$ cat config.mk
export PLATFORM = sky130hd
export DESIGN_NAME = fetch_unit
export DESIGN_NICKNAME = d
export VERILOG_FILES = /design/src/rtl/rv32i_types.sv /design/src/rtl/fetch_hold_buf.sv /design/src/rtl/fetch_unit.sv
export SDC_FILE = /design/constraint.sdc
export NUM_CORES = 1
export LEC_CHECK = 0
export CORE_ASPECT_RATIO = 1.75
export CORE_UTILIZATION = 57
export DETAILED_ROUTE_END_ITERATION = 6
export PLACE_DENSITY_LB_ADDON = 0.08
export REMOVE_ABC_BUFFERS = 1
export SETUP_SLACK_MARGIN = 0.4
export SLEW_MARGIN = 40
export SYNTH_ARGS = -nofsm -noshare
export SYNTH_HDL_FRONTEND = slang
export SYNTH_SLANG_ARGS = --single-unit
$ cat constraint.sdc
create_clock -name clk -period 6.8 [get_ports clk]
set_clock_uncertainty 0.05 [all_clocks]
set_input_delay 1.36 -clock clk [delete_from_list [all_inputs] [get_ports clk]]
set_output_delay 1.36 -clock clk [all_outputs]
set_load 0.02 [all_outputs]
$ cat src/rtl/rv32i_types.sv
// Shared RV32I pipeline types: machine word, fetch FSM encoding and the reset fetch address.
package rv32i_types;

  typedef logic [31:0] rv32i_word;

  typedef enum logic [1:0] {
    REQ,
    HOLD,
    DROP
  } fetch_state_t;

  localparam rv32i_word FETCH_RESET_PC = 32'h0000_0060;

  // Instruction addresses are always word aligned; the low two bits are dropped.
  function automatic rv32i_word word_align(input rv32i_word addr);
    return addr & ~32'h0000_0003;
  endfunction

endpackage

$ cat src/rtl/fetch_hold_buf.sv
// Enabled pc+instruction register that buffers a fetched word while the backend stalls.
module fetch_hold_buf
  import rv32i_types::*;
(
  input  logic      clk,
  input  logic      rst_n,
  input  logic      en,
  input  rv32i_word pc_d,
  input  rv32i_word instr_d,
  output rv32i_word pc_q,
  output rv32i_word instr_q
);

  logic [63:0] buf_q;

  // NOTE: sequential state uses non-blocking assignments so every flop samples pre-edge values.
  always_ff @(posedge clk or negedge rst_n) begin
    if (!rst_n) begin
      buf_q <= '0;
    end else if (en) begin
      buf_q <= {pc_d, instr_d};
    end
  end

  assign pc_q    = buf_q[63:32];
  assign instr_q = buf_q[31:0];

endmodule

$ cat src/rtl/fetch_unit.sv
// RV32I instruction-fetch stage: owns the PC, runs the I-cache read/resp handshake,
// buffers a fetched word across backend stalls and absorbs redirects during outstanding reads.
module fetch_unit
  import rv32i_types::*;
#(
  parameter rv32i_word RESET_PC = FETCH_RESET_PC
) (
  input  logic      clk,
  input  logic      rst_n,
  input  logic      stall_i,
  input  logic      redirect_i,
  input  rv32i_word redirect_pc_i,
  output logic      imem_read_o,
  output rv32i_word imem_address_o,
  input  logic      imem_resp_i,
  input  rv32i_word imem_rdata_i,
  output logic      if_valid_o,
  output rv32i_word if_pc_o,
  output rv32i_word if_instr_o,
  output logic      if_id_en_o
);

  fetch_state_t state_q, state_d;
  rv32i_word    pc_q, pc_d;
  rv32i_word    tgt_q, tgt_d;
  rv32i_word    hold_pc_q, hold_instr_q;
  rv32i_word    target;
  logic         hold_en;

  assign target = word_align(redirect_pc_i);

  fetch_hold_buf u_hold (
    .clk     (clk),
    .rst_n   (rst_n),
    .en      (hold_en),
    .pc_d    (pc_q),
    .instr_d (imem_rdata_i),
    .pc_q    (hold_pc_q),
    .instr_q (hold_instr_q)
  );

  always_ff @(posedge clk or negedge rst_n) begin
    if (!rst_n) begin
      state_q <= REQ;
      pc_q    <= RESET_PC;
      tgt_q   <= '0;
    end else begin
      state_q <= state_d;
      pc_q    <= pc_d;
      tgt_q   <= tgt_d;
    end
  end

  // NOTE: every combinational output gets a default first so no path can infer a latch.
  always_comb begin
    state_d = state_q;
    pc_d    = pc_q;
    tgt_d   = tgt_q;
    hold_en = 1'b0;
    case (state_q)
      REQ: begin
        if (redirect_i) begin
          if (imem_resp_i) begin
            pc_d = target;
          end else begin
            tgt_d   = target;
            state_d = DROP;
          end
        end else if (imem_resp_i) begin
          if (stall_i) begin
            hold_en = 1'b1;
            state_d = HOLD;
          end else begin
            pc_d = pc_q + 32'd4;
          end
        end
      end
      HOLD: begin
        if (redirect_i) begin
          pc_d    = target;
          state_d = REQ;
        end else if (!stall_i) begin
          pc_d    = hold_pc_q + 32'd4;
          state_d = REQ;
        end
      end
      DROP: begin
        if (imem_resp_i) begin
          pc_d    = redirect_i ? target : tgt_q;
          state_d = REQ;
        end else if (redirect_i) begin
          tgt_d = target;
        end
      end
      default: state_d = REQ;
    endcase
  end

  // Outputs are gated by rst_n so they clear the instant reset asserts, not at the next edge.
  always_comb begin
    imem_read_o    = 1'b0;
    imem_address_o = '0;
    if_valid_o     = 1'b0;
    if_pc_o        = '0;
    if_instr_o     = '0;
    if (rst_n) begin
      imem_address_o = pc_q;
      case (state_q)
        REQ: begin
          imem_read_o = 1'b1;
          if (imem_resp_i && !redirect_i) begin
            if_valid_o = 1'b1;
            if_pc_o    = pc_q;
            if_instr_o = imem_rdata_i;
          end
        end
        HOLD: begin
          if (!redirect_i) begin
            if_valid_o = 1'b1;
            if_pc_o    = hold_pc_q;
            if_instr_o = hold_instr_q;
          end
        end
        DROP:    imem_read_o = 1'b1;
        default: imem_read_o = 1'b0;
      endcase
    end
  end

  assign if_id_en_o = !stall_i;

endmodule

# [Word level (Yosys, flattened, before mapping)]
# Cells that the tools add are included.
[word_totals] regBits=130 out_inout_bits=99
[op_classes] add_sub_neg=2 eq_ne=12 n_mux=40 reduce_logical=10
[op_table] cell="32-bit two-way mux" count=18
[op_table] cell="32-bit case mux with 2 select lines" count=3
[op_table] cell="32-bit case mux with 3 select lines" count=1
[op_table] cell="32-bit by 3-bit adder with 32-bit output, second input constant" count=2
[op_table] cell="3-bit != test, second input constant" count=5
[op_table] cell="2-bit two-way mux" count=7
[op_table] cell="2-bit != test, second input constant" count=5
[op_table] cell="5-bit AND reduction" count=2
[op_table] cell="1-bit two-way mux" count=9
[op_table] cell="2-bit case mux with 3 select lines" count=1
[op_table] cell="4-bit AND reduction" count=1
[op_table] cell="3-bit nonzero test" count=1
[op_table] cell="2-bit by 1-bit == test with 1-bit output, second input constant" count=1
[op_table] cell="2-bit == test, second input constant" count=1
[op_table] cell="1-bit logical NOT" count=2
[op_table] cell="2-bit logical NOT" count=1
[op_table] cell="1-bit case mux with 2 select lines" count=1
[op_table] cell="2-bit nonzero test" count=1
[op_table] cell="2-bit OR reduction" count=1
[op_table] cell="1-bit logical AND" count=1

# [Logic depth before layout (Yosys ltp)]
[depth] word_depth=5 mapped_depth=10 depth_no_buf=7

# [Cells and area by module]
# A second synthesis with hierarchy kept.
[unflattened] hier_cells=868 area_unflattened_um2=8476.9
[by_module_without_submodules] module="fetch_unit" n_inst=1 cells_each=733 area_per_inst_um2=5798.1 seq_area_each_um2=1654.1
[by_module_without_submodules] module="fetch_hold_buf" n_inst=1 cells_each=135 area_per_inst_um2=2678.8 seq_area_each_um2=1601.5

# [Least setup slack after synthesis]
# OpenSTA, ideal clock, no wires.
[synth_timing] path_kind="input to output" start="input port redirect_i" end="output port if_pc_o[10]" arrival_time_ps=2919 required_ps=5390 setup_slack_ps=2471 stages=7 path_buffers=4 cell_sequence="clkbuf_1 -> nor2b_1 -> clkbuf_1 -> clkbuf_1 -> buf_1 -> a22oi_1 -> nor2_1"
[synth_between] elab_chain_cells=5
[synth_lines] item="start: declaration" line_no="fetch_unit.sv:11" source="input logic redirect_i,"
[synth_lines] item="1-bit logical NOT"
[synth_lines] item="1-bit logical AND" line_no="fetch_unit.sv:111" source="if (imem_resp_i && !redirect_i) begin"
[synth_lines] item="32-bit two-way mux" line_no="fetch_unit.sv:111"
[synth_lines] item="32-bit case mux with 2 select lines *" line_no="fetch_unit.sv:108" source="case (state_q)"
[synth_lines] item="32-bit two-way mux *" line_no="fetch_unit.sv:106" source="if (rst_n) begin"
[synth_lines] item="end: declaration" line_no="fetch_unit.sv:18" source="output rv32i_word if_pc_o,"
# Mark *: on every way between the ends. The rest lies on a longest branch, timed or not.

# [Worst setup path in the final report]
[layout_timing] start="input port redirect_i" end="output port if_pc_o[24]"
# The elaborated chain is that of the path after synthesis.

==> reports/results.tsv <==
metric	value	unit
CTS clock-pin slew for the worst setup and hold paths	60	ps
Mapped Area	0.00828	mm^2
final count of pins violating max slew	0	
Startpoint Class	primary input	
RSZ-0062 raised after global routing	false	
Netlist cell types	65	
post_cts resized	0	
peak supply drop	0.000295	V
port buffer count	165	
Slew headroom	0.368	
Final ANT Viol Nets	0	
layout cells sized above 1	0.157	
CP Launch Point	redirect_i	
Clk Latency, worst-skew pair	430	ps
Worst EP required	5390	ps
Total Wirelength	25.0	mm
Tightest Pin Transition	939	ps
cells after synthesis	897	
average instance area after synthesis	9.23	um^2
sequential area share after synthesis	0.393	
number of setup buffers added after CTS	0	
routability cong.	0.938	
GRT Resource Usage Total	0.334	
Crit Path Class	in -> out	
# diodes	0	
CTS HTree Levels	4	
P_leak	4.06	nW
Worst Path Arrival	4180	ps
most common cell after layout, fill and taps aside	clkdlybuf4s50_1	
Die Y	161	um
Synth Register Bits	130	
hold_sp	tgt_q[9]	
run status	completed	
hpwl dp	16.6	mm
post-layout minimum cycle time	5590	ps
Hold/Removal Path Class	reg -> reg	
vias in the first global route	7614	
Die X	93.1	um
Setup Viol. Count Final	0	
hold buffers post-CTS	0	
drt initial violations	639	
vias per std cell	6.56	
standard-cell row count	57	
total global routing overflow	0	
setup TNS	0	ps
CP Max Fanout	39	
Initial Utilization	0.590	
worst r2r src	state_q[1]	
boundary pin count	168	
wire per inst	20.8	um
top_reg_cell synth	dfrtp_1	
number of synthesized flops with an enable pin	0	
CTS tree	built	
initial antenna violation count	0	
CTS Buf Count	17	
NumNets Final	1086	
pwr dens	420	mW/mm^2
routed via count	7876	
FFs w/ async S/R, synth	1.00	
critical path endpoint category	output port	
period utilization	0.822	
Root Buffer	clkbuf_16	
core area	0.0140	mm^2
Yosys warnings	0	
max-cap viol count	0	
Clock Sink Count	130	
Max Freq	0.179	GHz
Die Area	0.0150	mm^2
Clock Tree Buf Depth	2	
most frequent cells in the layout	clkdlybuf4s50_1, dfrtp_1, mux2_2, nor2_1, a22oi_1	
DRC viols	0	
largest net degree at the start of global routing	76	
Hold Vio Cnt, Final	0	
Layout area overhead	27.7	%
setup ws final	1210	ps
Setup WS pre-CTS	1260	ps
drt pass-1 iters	7	
first-pass GRT wire length	38.9	mm
[per-layer routing]
layer,share of wire,GRT usage,vias up
met3,0.069,0.0513,110
met2,0.50,0.566,433
met4,0.062,0.239,0
li1,-,-,3562
met5,0,0,-
met1,0.36,0.376,3771
[cells in the mapped netlist (all sizes together), types with 6 or more instances]
| cell | n | area [um^2] |
|---|---|---|
| nand3 | 19 | 95.1 |
| o211ai | 6 | 45.0 |
| nor4 | 15 | 124 |
| or3 | 7 | 45.1 |
| or4 | 6 | 46.3 |
| nor2b | 7 | 43.8 |
| o21ai | 35 | 175 |
| inv | 13 | 48.8 |
| clkbuf | 62 | 238 |
| buf | 21 | 85.1 |
| ha | 6 | 75.1 |
| xnor2 | 8 | 70.1 |
| and2 | 41 | 257 |
| o21a | 10 | 75.1 |
| mux2i | 10 | 100 |
| mux2 | 92 | 1040 |
| a22oi | 62 | 465 |
| dfrtp | 128 | 3200 |
| a22o | 6 | 52.6 |
| a211oi | 8 | 65.1 |
| a221oi | 26 | 228 |
| nor2 | 89 | 334 |
| a31oi | 7 | 43.8 |
| o31ai | 6 | 45.0 |
| nor3 | 17 | 85.1 |
| nand4 | 17 | 128 |
| a21oi | 35 | 175 |
| xor2 | 10 | 87.6 |
| nand2 | 63 | 236 |
| a21o | 9 | 67.6 |
[state kept, by name (all words and copies together) (netlist names)]
register / cells
pc_q: 32
state_q: 2
tgt_q: 32
u_hold.buf_q: 64
[critical path, stage by stage]
cell             delay, ps
clkdlybuf4s50_1        570
inv_1                  110
buf_4                  250
and3_2                 690
buf_12                 290
nand2_1                 80
a21oi_1                150
clkdlybuf4s50_1        640
[layout make-up]
type	instances	area [um^2]
clock buffer	18	439
clock inverter	14	133
fill	1104	3470
inverter	13	48.8
multi-input combinational	671	4700
sequential	130	3260
tap	177	221
timing repair buffer	178	1780
[power breakdown]
group / total [mW] / internal (mW) / switching [mW] / leakage [nW]
combinational: 1.94 / 0.887 / 1.05 / 2.23
sequential: 1.61 / 1.15 / 0.457 / 1.57
clock: 0.891 / 0.516 / 0.375 / 0.262
total: 4.44 / 2.56 / 1.88 / 4.06
[path summary, 6_finish.rpt]
| path | end | slack (ps) | cells after the start |
|---|---|---|---|
| setup / recovery | if_pc_o[24] | 1210 | 8 |
| hold / removal | tgt_q[9] | 450 | 2 |
| setup reg to reg | pc_q[26] | 3050 | 7 |
| hold reg to reg | tgt_q[9] | 450 | 2 |
| max in group asynchronous | pc_q[5] | 4750 | 3 |
| min in group asynchronous | u_hold.buf_q[17] | 750 | 1 |
[stage by stage]
step	util	area, um^2	hold WS, ps	cells	power, mW
after CTS	0.753	10600	448	1201	4.41
after detailed placement	0.712	10000	435	1169	3.51
after global routing	0.753	10600	460	1201	4.66
after global placement	0.710	9980	419	1169	3.44
after floorplan	-	7960	400	814	2.76
final	0.753	10600	447	1201	4.44
[logic make-up after synthesis]
family | count (synthesis) | synth area share
buf+inv | 96 | 0.0449
xor+xnor | 18 | 0.0190
flops | 130 | 0.393
mux | 102 | 0.137
fa+ha+maj | 6 | 0.00906
simple gates | 299 | 0.184
compound gates | 246 | 0.213
No activity file was read; power rests on OpenSTA's default activity.
